<file path="src/rtl/spi_mode_pkg.sv">
// SPI mode encoding and clock polarity/phase helpers shared by SPI blocks.
package spi_mode_pkg;

  typedef enum logic [1:0] {
    SMODE0 = 2'd0,
    SMODE1 = 2'd1,
    SMODE2 = 2'd2,
    SMODE3 = 2'd3
  } spi_mode_e;

  localparam int SPI_FRAME_BITS = 8;

  function automatic logic spi_cpol(spi_mode_e m);
    return (m == SMODE2) || (m == SMODE3);
  endfunction

  function automatic logic spi_cpha(spi_mode_e m);
    return (m == SMODE1) || (m == SMODE3);
  endfunction

endpackage

</file>
<file path="src/rtl/spi_sclk_tick.sv">
// Half-period timer: counts CLK_DIV enabled cycles, pulses tick on the last one.
module spi_sclk_tick #(
  parameter int CLK_DIV = 4
) (
  input  logic clock,
  input  logic reset,
  input  logic clear,
  input  logic en,
  output logic tick
);

  localparam int W = (CLK_DIV > 1) ? $clog2(CLK_DIV) : 1;
  localparam logic [W-1:0] LAST = W'(CLK_DIV - 1);

  logic [W-1:0] count;

  assign tick = en && (count == LAST);

  always_ff @(posedge clock or posedge reset) begin
    if (reset) begin
      count <= '0;
    end else if (clear) begin
      count <= '0;
    end else if (en) begin
      count <= tick ? '0 : count + 1'b1;
    end
  end

endmodule

</file>
<file path="src/rtl/spi_master.sv">
// Single-byte SPI master, all four modes; registered SCLK/SS/MOSI.
// IDLE: ready, SS high | SETUP: SS low, first bit | XFER: 16 SCLK edges | HOLD: SCLK at idle | DONE: pulse done
module spi_master
  import spi_mode_pkg::*;
#(
  parameter int CLK_DIV = 4
) (
  input  logic                      clock,
  input  logic                      reset,
  input  spi_mode_e                 mode,
  input  logic                      start,
  input  logic [SPI_FRAME_BITS-1:0] tx_data,
  output logic                      ready,
  output logic                      done,
  output logic [SPI_FRAME_BITS-1:0] rx_data,
  output logic                      SCLK,
  output logic                      SS,
  output logic                      MOSI,
  input  logic                      MISO
);

  localparam logic [4:0] EDGE_LAST = 5'(2 * SPI_FRAME_BITS - 1);

  typedef enum logic [2:0] {IDLE, SETUP, XFER, HOLD, DONE} state_e;

  state_e                    state, state_next;
  spi_mode_e                 mode_lat, mode_next;
  logic [SPI_FRAME_BITS-1:0] tx_lat, tx_next;
  logic [SPI_FRAME_BITS-1:0] rx_shift, rx_shift_next;
  logic [SPI_FRAME_BITS-1:0] rx_data_next;
  logic [4:0]                edge_cnt, edge_cnt_next;
  logic                      sclk_next, ss_next, mosi_next, done_next;
  logic                      cpol, cpha, tick, tick_en, tick_clear;
  logic [2:0]                bit_idx;

  assign cpol       = spi_cpol(mode_lat);
  assign cpha       = spi_cpha(mode_lat);
  assign tick_en    = (state == SETUP) || (state == XFER) || (state == HOLD);
  assign tick_clear = (state == IDLE) && start;
  assign ready      = (state == IDLE);
  // Bit driven on a drive edge: (edge_cnt+1)/2 bits have already gone out.
  assign bit_idx    = 3'd7 - edge_cnt[3:1] - {2'b00, edge_cnt[0]};

  spi_sclk_tick #(.CLK_DIV(CLK_DIV)) u_tick (
    .clock (clock),
    .reset (reset),
    .clear (tick_clear),
    .en    (tick_en),
    .tick  (tick)
  );

  always_ff @(posedge clock or posedge reset) begin
    if (reset) begin
      state    <= IDLE;
      mode_lat <= SMODE0;
      tx_lat   <= '0;
      rx_shift <= '0;
      edge_cnt <= '0;
      SCLK     <= 1'b0;
      SS       <= 1'b1;
      MOSI     <= 1'b0;
      done     <= 1'b0;
      rx_data  <= '0;
    end else begin
      state    <= state_next;
      mode_lat <= mode_next;
      tx_lat   <= tx_next;
      rx_shift <= rx_shift_next;
      edge_cnt <= edge_cnt_next;
      SCLK     <= sclk_next;
      SS       <= ss_next;
      MOSI     <= mosi_next;
      done     <= done_next;
      rx_data  <= rx_data_next;
    end
  end

  always_comb begin
    state_next    = state;
    mode_next     = mode_lat;
    tx_next       = tx_lat;
    rx_shift_next = rx_shift;
    edge_cnt_next = edge_cnt;
    sclk_next     = SCLK;
    ss_next       = SS;
    mosi_next     = MOSI;
    done_next     = 1'b0;
    rx_data_next  = rx_data;
    case (state)
      IDLE: begin
        ss_next   = 1'b1;
        sclk_next = spi_cpol(mode);
        if (start) begin
          mode_next     = mode;
          tx_next       = tx_data;
          rx_shift_next = '0;
          edge_cnt_next = '0;
          state_next    = SETUP;
        end
      end
      SETUP: begin
        ss_next = 1'b0;
        if (!cpha) mosi_next = tx_lat[SPI_FRAME_BITS-1];
        if (tick) state_next = XFER;
      end
      XFER: begin
        if (tick) begin
          sclk_next     = ~SCLK;
          edge_cnt_next = edge_cnt + 5'd1;
          // Even edge_cnt is a leading edge; CPHA picks which edge samples.
          if (edge_cnt[0] == cpha) begin
            rx_shift_next = {rx_shift[SPI_FRAME_BITS-2:0], MISO};
          end else if (edge_cnt != EDGE_LAST) begin
            mosi_next = tx_lat[bit_idx];
          end
          if (edge_cnt == EDGE_LAST) state_next = HOLD;
        end
      end
      HOLD: begin
        sclk_next = cpol;
        if (tick) state_next = DONE;
      end
      DONE: begin
        ss_next      = 1'b1;
        done_next    = 1'b1;
        rx_data_next = rx_shift;
        state_next   = IDLE;
      end
      default: state_next = IDLE;
    endcase
  end

endmodule

</file>
<file path="config.mk">
export PLATFORM = sky130hd
export DESIGN_NAME = spi_master
export DESIGN_NICKNAME = d
export VERILOG_FILES = /design/src/rtl/spi_mode_pkg.sv /design/src/rtl/spi_sclk_tick.sv /design/src/rtl/spi_master.sv
export SDC_FILE = /design/constraint.sdc
export NUM_CORES = 1
export LEC_CHECK = 0
export ABC_AREA = 0
export BUFFER_PORTS_ARGS = -buffer_cell sky130_fd_sc_hd__buf_2
export CORE_MARGIN = 2
export CORE_UTILIZATION = 50
export DETAILED_ROUTE_END_ITERATION = 10
export HOLD_SLACK_MARGIN = 0.1
export PLACE_DENSITY = 0.79
export SLEW_MARGIN = 15
export SYNTH_ARGS = -nofsm -noshare
export SYNTH_HDL_FRONTEND = slang
export SYNTH_SLANG_ARGS = --single-unit
export TNS_END_PERCENT = 30
</file>
<file path="constraint.sdc">
create_clock -name clock -period 2.3 [get_ports clock]
set_input_delay 0.345 -clock clock [delete_from_list [all_inputs] [get_ports clock]]
set_output_delay 0.345 -clock clock [all_outputs]
set_load 0.01 [all_outputs]
</file>
* Yosys cells after proc, flatten, opt, wreduce, memory -nomap -nowiden
Cells that the tools add are included.
Word-level totals: memories 0, bits of input ports 14, word-level logic and storage cells 86, memory bits (read-only) 0, bits in latches 0, bits in registers 40, RAM bits 0
Operators by class: divide/modulo/power cells 0, bitwise operators 1, mux-type cells 27, order comparisons 1, shift-type cells 0, multiply operators 0, reductions and logical operators 20, eq/ne operators 22, add/subtract/negate cells 4
Operators by type and width (count):
- two-way mux 8 bit | 3
- one-hot mux 8 bit (2 select lines) | 1
- two-way mux 3 bit | 5
- != test 2 x 1 -> 1 bit (second input constant) | 6
- one-hot mux 3 bit (4 select lines) | 1
- == test 2 bit (second input constant) | 5
- two-way mux 5 bit | 2
- one-hot mux 5 bit (2 select lines) | 1
- AND reduction 5 bit | 2
- nonzero test 2 bit | 4
- two-way mux 1 bit | 7
- == test 3 x 2 -> 1 bit (second input constant) | 2
- two-way mux 2 bit | 3
- != test 2 bit (second input constant) | 3
- adder 5 x 1 -> 5 bit (second input constant) | 1
- == test 5 x 4 -> 1 bit (second input constant) | 1
- logical OR 1 bit | 5
- != test 5 x 4 -> 1 bit (second input constant) | 1
- < comparator 3 x 4 -> 1 bit (second input constant) | 1
- one-hot mux 1 bit (2 select lines) | 2
- AND reduction 2 bit | 2
- AND reduction 4 bit | 1
- binary-select mux 1 bit (select 3 bit) | 1
- == test 3 x 1 -> 1 bit (second input constant) | 1
- other kinds (13) | 14

* Depth between registers and ports, before layout
depth after elaboration 8, mapped depth 6, mapped depth without buffers 6

* Cells and area by module
Synthesis repeated with hierarchy kept, for this count alone.
Second synthesis, totals: cell total of the unflattened synthesis 149, area total of the unflattened synthesis 1869.3 um^2
Modules (own cells, without submodules):
- spi_master | cells each 139, area each 1759.2 um^2, times used 1, sequential area each 952.2 um^2
- spi_sclk_tick | cells each 10, area each 110.1 um^2, times used 1, sequential area each 50.0 um^2

* Worst setup path after synthesis
No wires, ideal clock.
path kind reg2reg, from reg edge_cnt[0], to reg MOSI, setup time 0.125 ns, cell stages (with the launch flop) 6, path slack 0.408 ns, clock period less this slack 1.892 ns, arrival 1.768 ns, cell sequence dfrtp_1 > ha_1 > mux4_1 > mux2i_1 > a31oi_1 > mux2_2
On the way: cells in the longest elaborated chain, start to end 7, elaborated cells between the ends (all ways) 12, those cells by class add/sub (1); eq/ne (4); mux (6); reduce/logical (1)
RTL lines:
- from (decl) | RTL line spi_master.sv:31 | logic [4:0] edge_cnt, edge_cnt_next;
- from (signal assigned) | RTL line spi_master.sv:69 | edge_cnt <= edge_cnt_next;
- subtractor 3 x 1 -> 3 bit | RTL line spi_master.sv:42 | assign bit_idx = 3'd7 - edge_cnt[3:1] - {2'b00, edge_cnt[0]};
- binary-select mux 1 bit (select 3 bit) | RTL line spi_master.sv:114 | mosi_next = tx_lat[bit_idx];
- two-way mux 1 bit (not written as such) | RTL line spi_master.sv:114
- two-way mux 1 bit | RTL line spi_master.sv:113 | end else if (edge_cnt != EDGE_LAST) begin
- two-way mux 1 bit | RTL line spi_master.sv:111 | if (edge_cnt[0] == cpha) begin
- two-way mux 1 bit | RTL line spi_master.sv:107 | if (tick) begin
- one-hot mux 1 bit (2 select lines) | RTL line spi_master.sv:89 | case (state)
- to (signal assigned) | RTL line spi_master.sv:72 | MOSI <= mosi_next;
- to (decl) | RTL line spi_master.sv:18 | output logic MOSI,
Several ways; a longest one is shown, not always the timed one. The select of a mux whose other input is x is not followed. A chain may end at the register's enable or synchronous reset.

* Worst setup path after layout
Same ends and word-level chain as after synthesis.

==> flow_summary.rst <==
.. list-table::
   :header-rows: 1

   * - Metric
     - Value
   * - Result of the run
     - complete, no violations
   * - Worst Path Max Fanout
     - 8
   * - Boundary pin count
     - 27
   * - Critical path startpoint category
     - register
   * - Initial antenna violation count
     - 0
   * - Register bit total from synthesis
     - 40
   * - CTS H-tree lvls
     - 2
   * - Post-CTS clock slew at the launch and capture registers of the worst setup and hold paths
     - 0.07 ns
   * - Proportion of layout cells with a drive suffix above 1
     - 0.363
   * - Number of enable-type register cells in the synthesized netlist
     - 0
   * - Port Buf Inserts
     - 26
   * - Maximum buffer depth of the clock tree
     - 2
   * - Average detailed-routed wire length per instance
     - 14.3 um
   * - Slew HR
     - 0.647
   * - Yosys warns
     - 0
   * - Global-route wire length before repair
     - 5730 um
   * - Setup repair bufs after CTS
     - 0
   * - Gate Count Post-Synth
     - 153
   * - Fin. Hold Viols
     - 0
   * - Remaining antenna violation count after routing
     - 0
   * - Fraction of the mapped netlist area in simple logic gates
     - 0.113
   * - N_diodes
     - 0
   * - Number of search-and-repair iterations in the first detailed-routing pass
     - 4
   * - Initial core utilization
     - 0.520
   * - Most numerous cell in the Yosys netlist
     - sky130_fd_sc_hd__dfrtp_1
   * - Worst Setup End Kind
     - register
   * - Fraction of synthesized cell area taken by the top area cell type
     - 0.517
   * - Global placement routability congestion
     - 0.814
   * - Width of the die
     - 65.5 um
   * - Clk Tree Root Cell
     - sky130_fd_sc_hd__clkbuf_8
   * - Final min period
     - 2.06 ns
   * - Setup repair after global routing missed its margin
     - no
   * - Core area
     - roughly 3600 um^2
   * - Synthesized area per cell
     - 12.3 um^2
   * - Synth area leaders
     - sky130_fd_sc_hd__dfrtp_1 52%, sky130_fd_sc_hd__mux2_2 11%, sky130_fd_sc_hd__a21bo_2 3.7%
   * - Avg Vias per Cell
     - 5.55
   * - Fraction of synthesized cell area in xor and xnor cells
     - 0.0186
   * - Number of cell instances on the worst register-to-register path
     - 5
   * - Die outline area
     - 4280 um^2
   * - Post-synthesis async set-or-reset flop share
     - 1.00
   * - TritonCTS sink count
     - 40
   * - Class of the most critical setup path
     - reg2reg
   * - Worst hold slack
     - approximately 0.16 ns
   * - Post-synthesis compound-gate area fraction
     - 0.120
   * - Finish-stage setup viols
     - 0
   * - Pin count of the biggest net entering global routing
     - 41
   * - Worst skew pair latency
     - around 0.29 ns
   * - Gr usage total
     - 0.177
   * - Final clock period utilization by the worst path
     - 0.897
   * - Final clock skew
     - ~0.0034 ns
   * - Type of the worst min-delay path
     - in2async
   * - Via count
     - 1276
   * - Main combinational cell family by area after synthesis
     - multiplexers
   * - Most used flip-flop cell after synthesis
     - sky130_fd_sc_hd__dfrtp_1
   * - Number of global-route vias before repair
     - 1288
   * - Final layout net count
     - 200
   * - Post-synth cell types
     - 39
   * - # fillers
     - 305
   * - Post-synthesis adder-cell area fraction
     - 0.0331
   * - Slew at the pin closest to its max-slew limit
     - about 0.53 ns
   * - Post-synth net total
     - 172
   * - Total negative setup slack
     - 0 ns
   * - Layout overhead on the synthesized area
     - 14.0%
   * - Clock buffers created by TritonCTS
     - 5
   * - CTS tree
     - yes
   * - Arrival time worst endpoint
     - 2.24 ns
   * - Count of max-cap constraint violations
     - 0
   * - CTS resizes
     - 0
   * - Required time worst endpoint
     - 2.48 ns
   * - Pwr Density
     - 1170 nW/um^2
   * - Top cells by count, synth
     - 39 x sky130_fd_sc_hd__dfrtp_1, 19 x sky130_fd_sc_hd__mux2_2, 9 x sky130_fd_sc_hd__nand2_1, 9 x sky130_fd_sc_hd__nor2_1, 8 x sky130_fd_sc_hd__o21ai_0
   * - Highest Clock Rate
     - 485 MHz
   * - Critical path origin
     - edge_cnt[0]
   * - Aggregate global routing overflow
     - 0
   * - Proportion of synthesized chip area in sequential cells
     - 0.531
   * - Number of standard-cell rows in the floorplan
     - 22
   * - Static leakage power
     - between 1 and 1.5 nW
   * - Overall die height
     - approximately 65 um
   * - Drc violations
     - 0
   * - Worst flop-to-flop path startpoint
     - edge_cnt[0]
   * - Dpl hpwl
     - 2330 um
   * - Area leader, netlist
     - sky130_fd_sc_hd__dfrtp_1
   * - Routed wire length
     - 3280 um
   * - Number of DRC markers in iteration 0
     - 92
   * - Post-synthesis instance area
     - 1890 um^2
   * - Number of buffers inserted by hold repair at cts
     - 0
   * - Peak VDD IR
     - around 0.71 mV
   * - Multiplexer share of the synthesized area
     - 0.152
   * - Slew Limit Fails
     - 0
final timing paths:
path                               endpoint  slack (ns)
worst min-delay path             rx_data[1]        0.16
worst max register to register         MOSI        0.24
max in group asynchronous                SS        1.78
worst min register to register  edge_cnt[4]        0.49
min in group clock              mode_lat[0]        0.28
worst max-delay path                   MOSI        0.24
cell type report:
class | count | area [um^2] | share of cell area
Clock inverter | 2 | 35.0 | 0.0163
Clock buffer | 6 | 72.6 | 0.0337
Inverter | 2 | 7.51 | 0.00349
Tap cell | 48 | 60.1 | 0.0279
Multi-Input combinational cell | 103 | 823 | 0.382
Timing Repair Buffer | 29 | 153 | 0.0709
Sequential cell | 40 | 1000 | 0.465
metrics by stage:
stage	util	instance area (um^2)	power [mW]	setup slack, ns	std cells
2_1_floorplan	-	1890	1.78	0.408	153
3_3_place_gp	0.563	2050	1.91	0.351	222
3_5_place_dp	0.563	2050	1.99	0.229	222
4_1_cts	0.593	2150	2.54	0.229	230
5_1_grt	0.593	2150	2.68	0.129	230
6_report	0.593	2150	2.51	0.238	230
critical path, cell delays in order (launching register included):
cell and delay [ns]:
sky130_fd_sc_hd__dfrtp_1 0.47, sky130_fd_sc_hd__ha_1 0.39, sky130_fd_sc_hd__mux4_1 0.57, sky130_fd_sc_hd__mux2i_1 0.16, sky130_fd_sc_hd__a31oi_1 0.10, sky130_fd_sc_hd__mux2_2 0.26
sequential cells by signal, summed over array words and instances (netlist names):
| name | count |
|---|---|
| rx_shift | 8 |
| state | 3 |
| SS | 1 |
| done | 1 |
| mode_lat | 2 |
| u_tick.count | 2 |
| MOSI | 1 |
| tx_lat | 8 |
| rx_data | 8 |
| SCLK | 1 |
| edge_cnt | 5 |
cells by family (layout without fill, tap and decap cells):
group | Yosys count | in the layout
xor gates and xnor gates | 4 | 4
AOI/OAI and AO/OA | 31 | 31
adders and majority gates | 5 | 5
DFF | 40 | 40
muxes | 23 | 23
buffers and inverters | 10 | 39
and+or+nand+nor | 40 | 40
report_power, final:
group / switching [mW] / leakage (nW) / internal (mW)
logic: 0.430 / 0.482 / 0.424
registers: 0.187 / 0.514 / 0.917
clock network: 0.232 / 0.0552 / 0.322
total: 0.849 / 1.05 / 1.66
cells in the final DEF, fill, tap and decap left out, types with 2 or more instances in the layout:
cell type / netlist / final
sky130_fd_sc_hd__o21ai_0: 8 / 8
sky130_fd_sc_hd__a31oi_1: 2 / 2
sky130_fd_sc_hd__mux2_2: 19 / 19
sky130_fd_sc_hd__nor2_1: 9 / 9
sky130_fd_sc_hd__o41ai_1: 2 / 2
sky130_fd_sc_hd__mux2i_1: 2 / 2
sky130_fd_sc_hd__nand2_1: 9 / 9
sky130_fd_sc_hd__mux4_1: 2 / 2
sky130_fd_sc_hd__nand4_1: 7 / 7
sky130_fd_sc_hd__a21bo_2: 7 / 7
sky130_fd_sc_hd__inv_1: 2 / 2
sky130_fd_sc_hd__a21oi_1: 3 / 3
sky130_fd_sc_hd__xnor2_1: 2 / 2
sky130_fd_sc_hd__and3_1: 2 / 2
sky130_fd_sc_hd__nor3b_1: 3 / 3
sky130_fd_sc_hd__dfrtp_1: 39 / 39
sky130_fd_sc_hd__buf_2: 2 / 26
sky130_fd_sc_hd__buf_4: 2 / 3
sky130_fd_sc_hd__nand2b_1: 2 / 2
sky130_fd_sc_hd__and2_1: 3 / 3
sky130_fd_sc_hd__clkbuf_8: 0 / 5
sky130_fd_sc_hd__ha_1: 5 / 5
sky130_fd_sc_hd__xor2_1: 2 / 2
routing by layer:
metal  share of wire  global-route usage  vias up
met2            0.49               0.288       24
met4           0.023              0.0755        0
met5               0                   0        -
li1                -                   -      612
met1            0.45               0.220      633
met3           0.039              0.0531        7
Power figures use the tool's default switching activity.
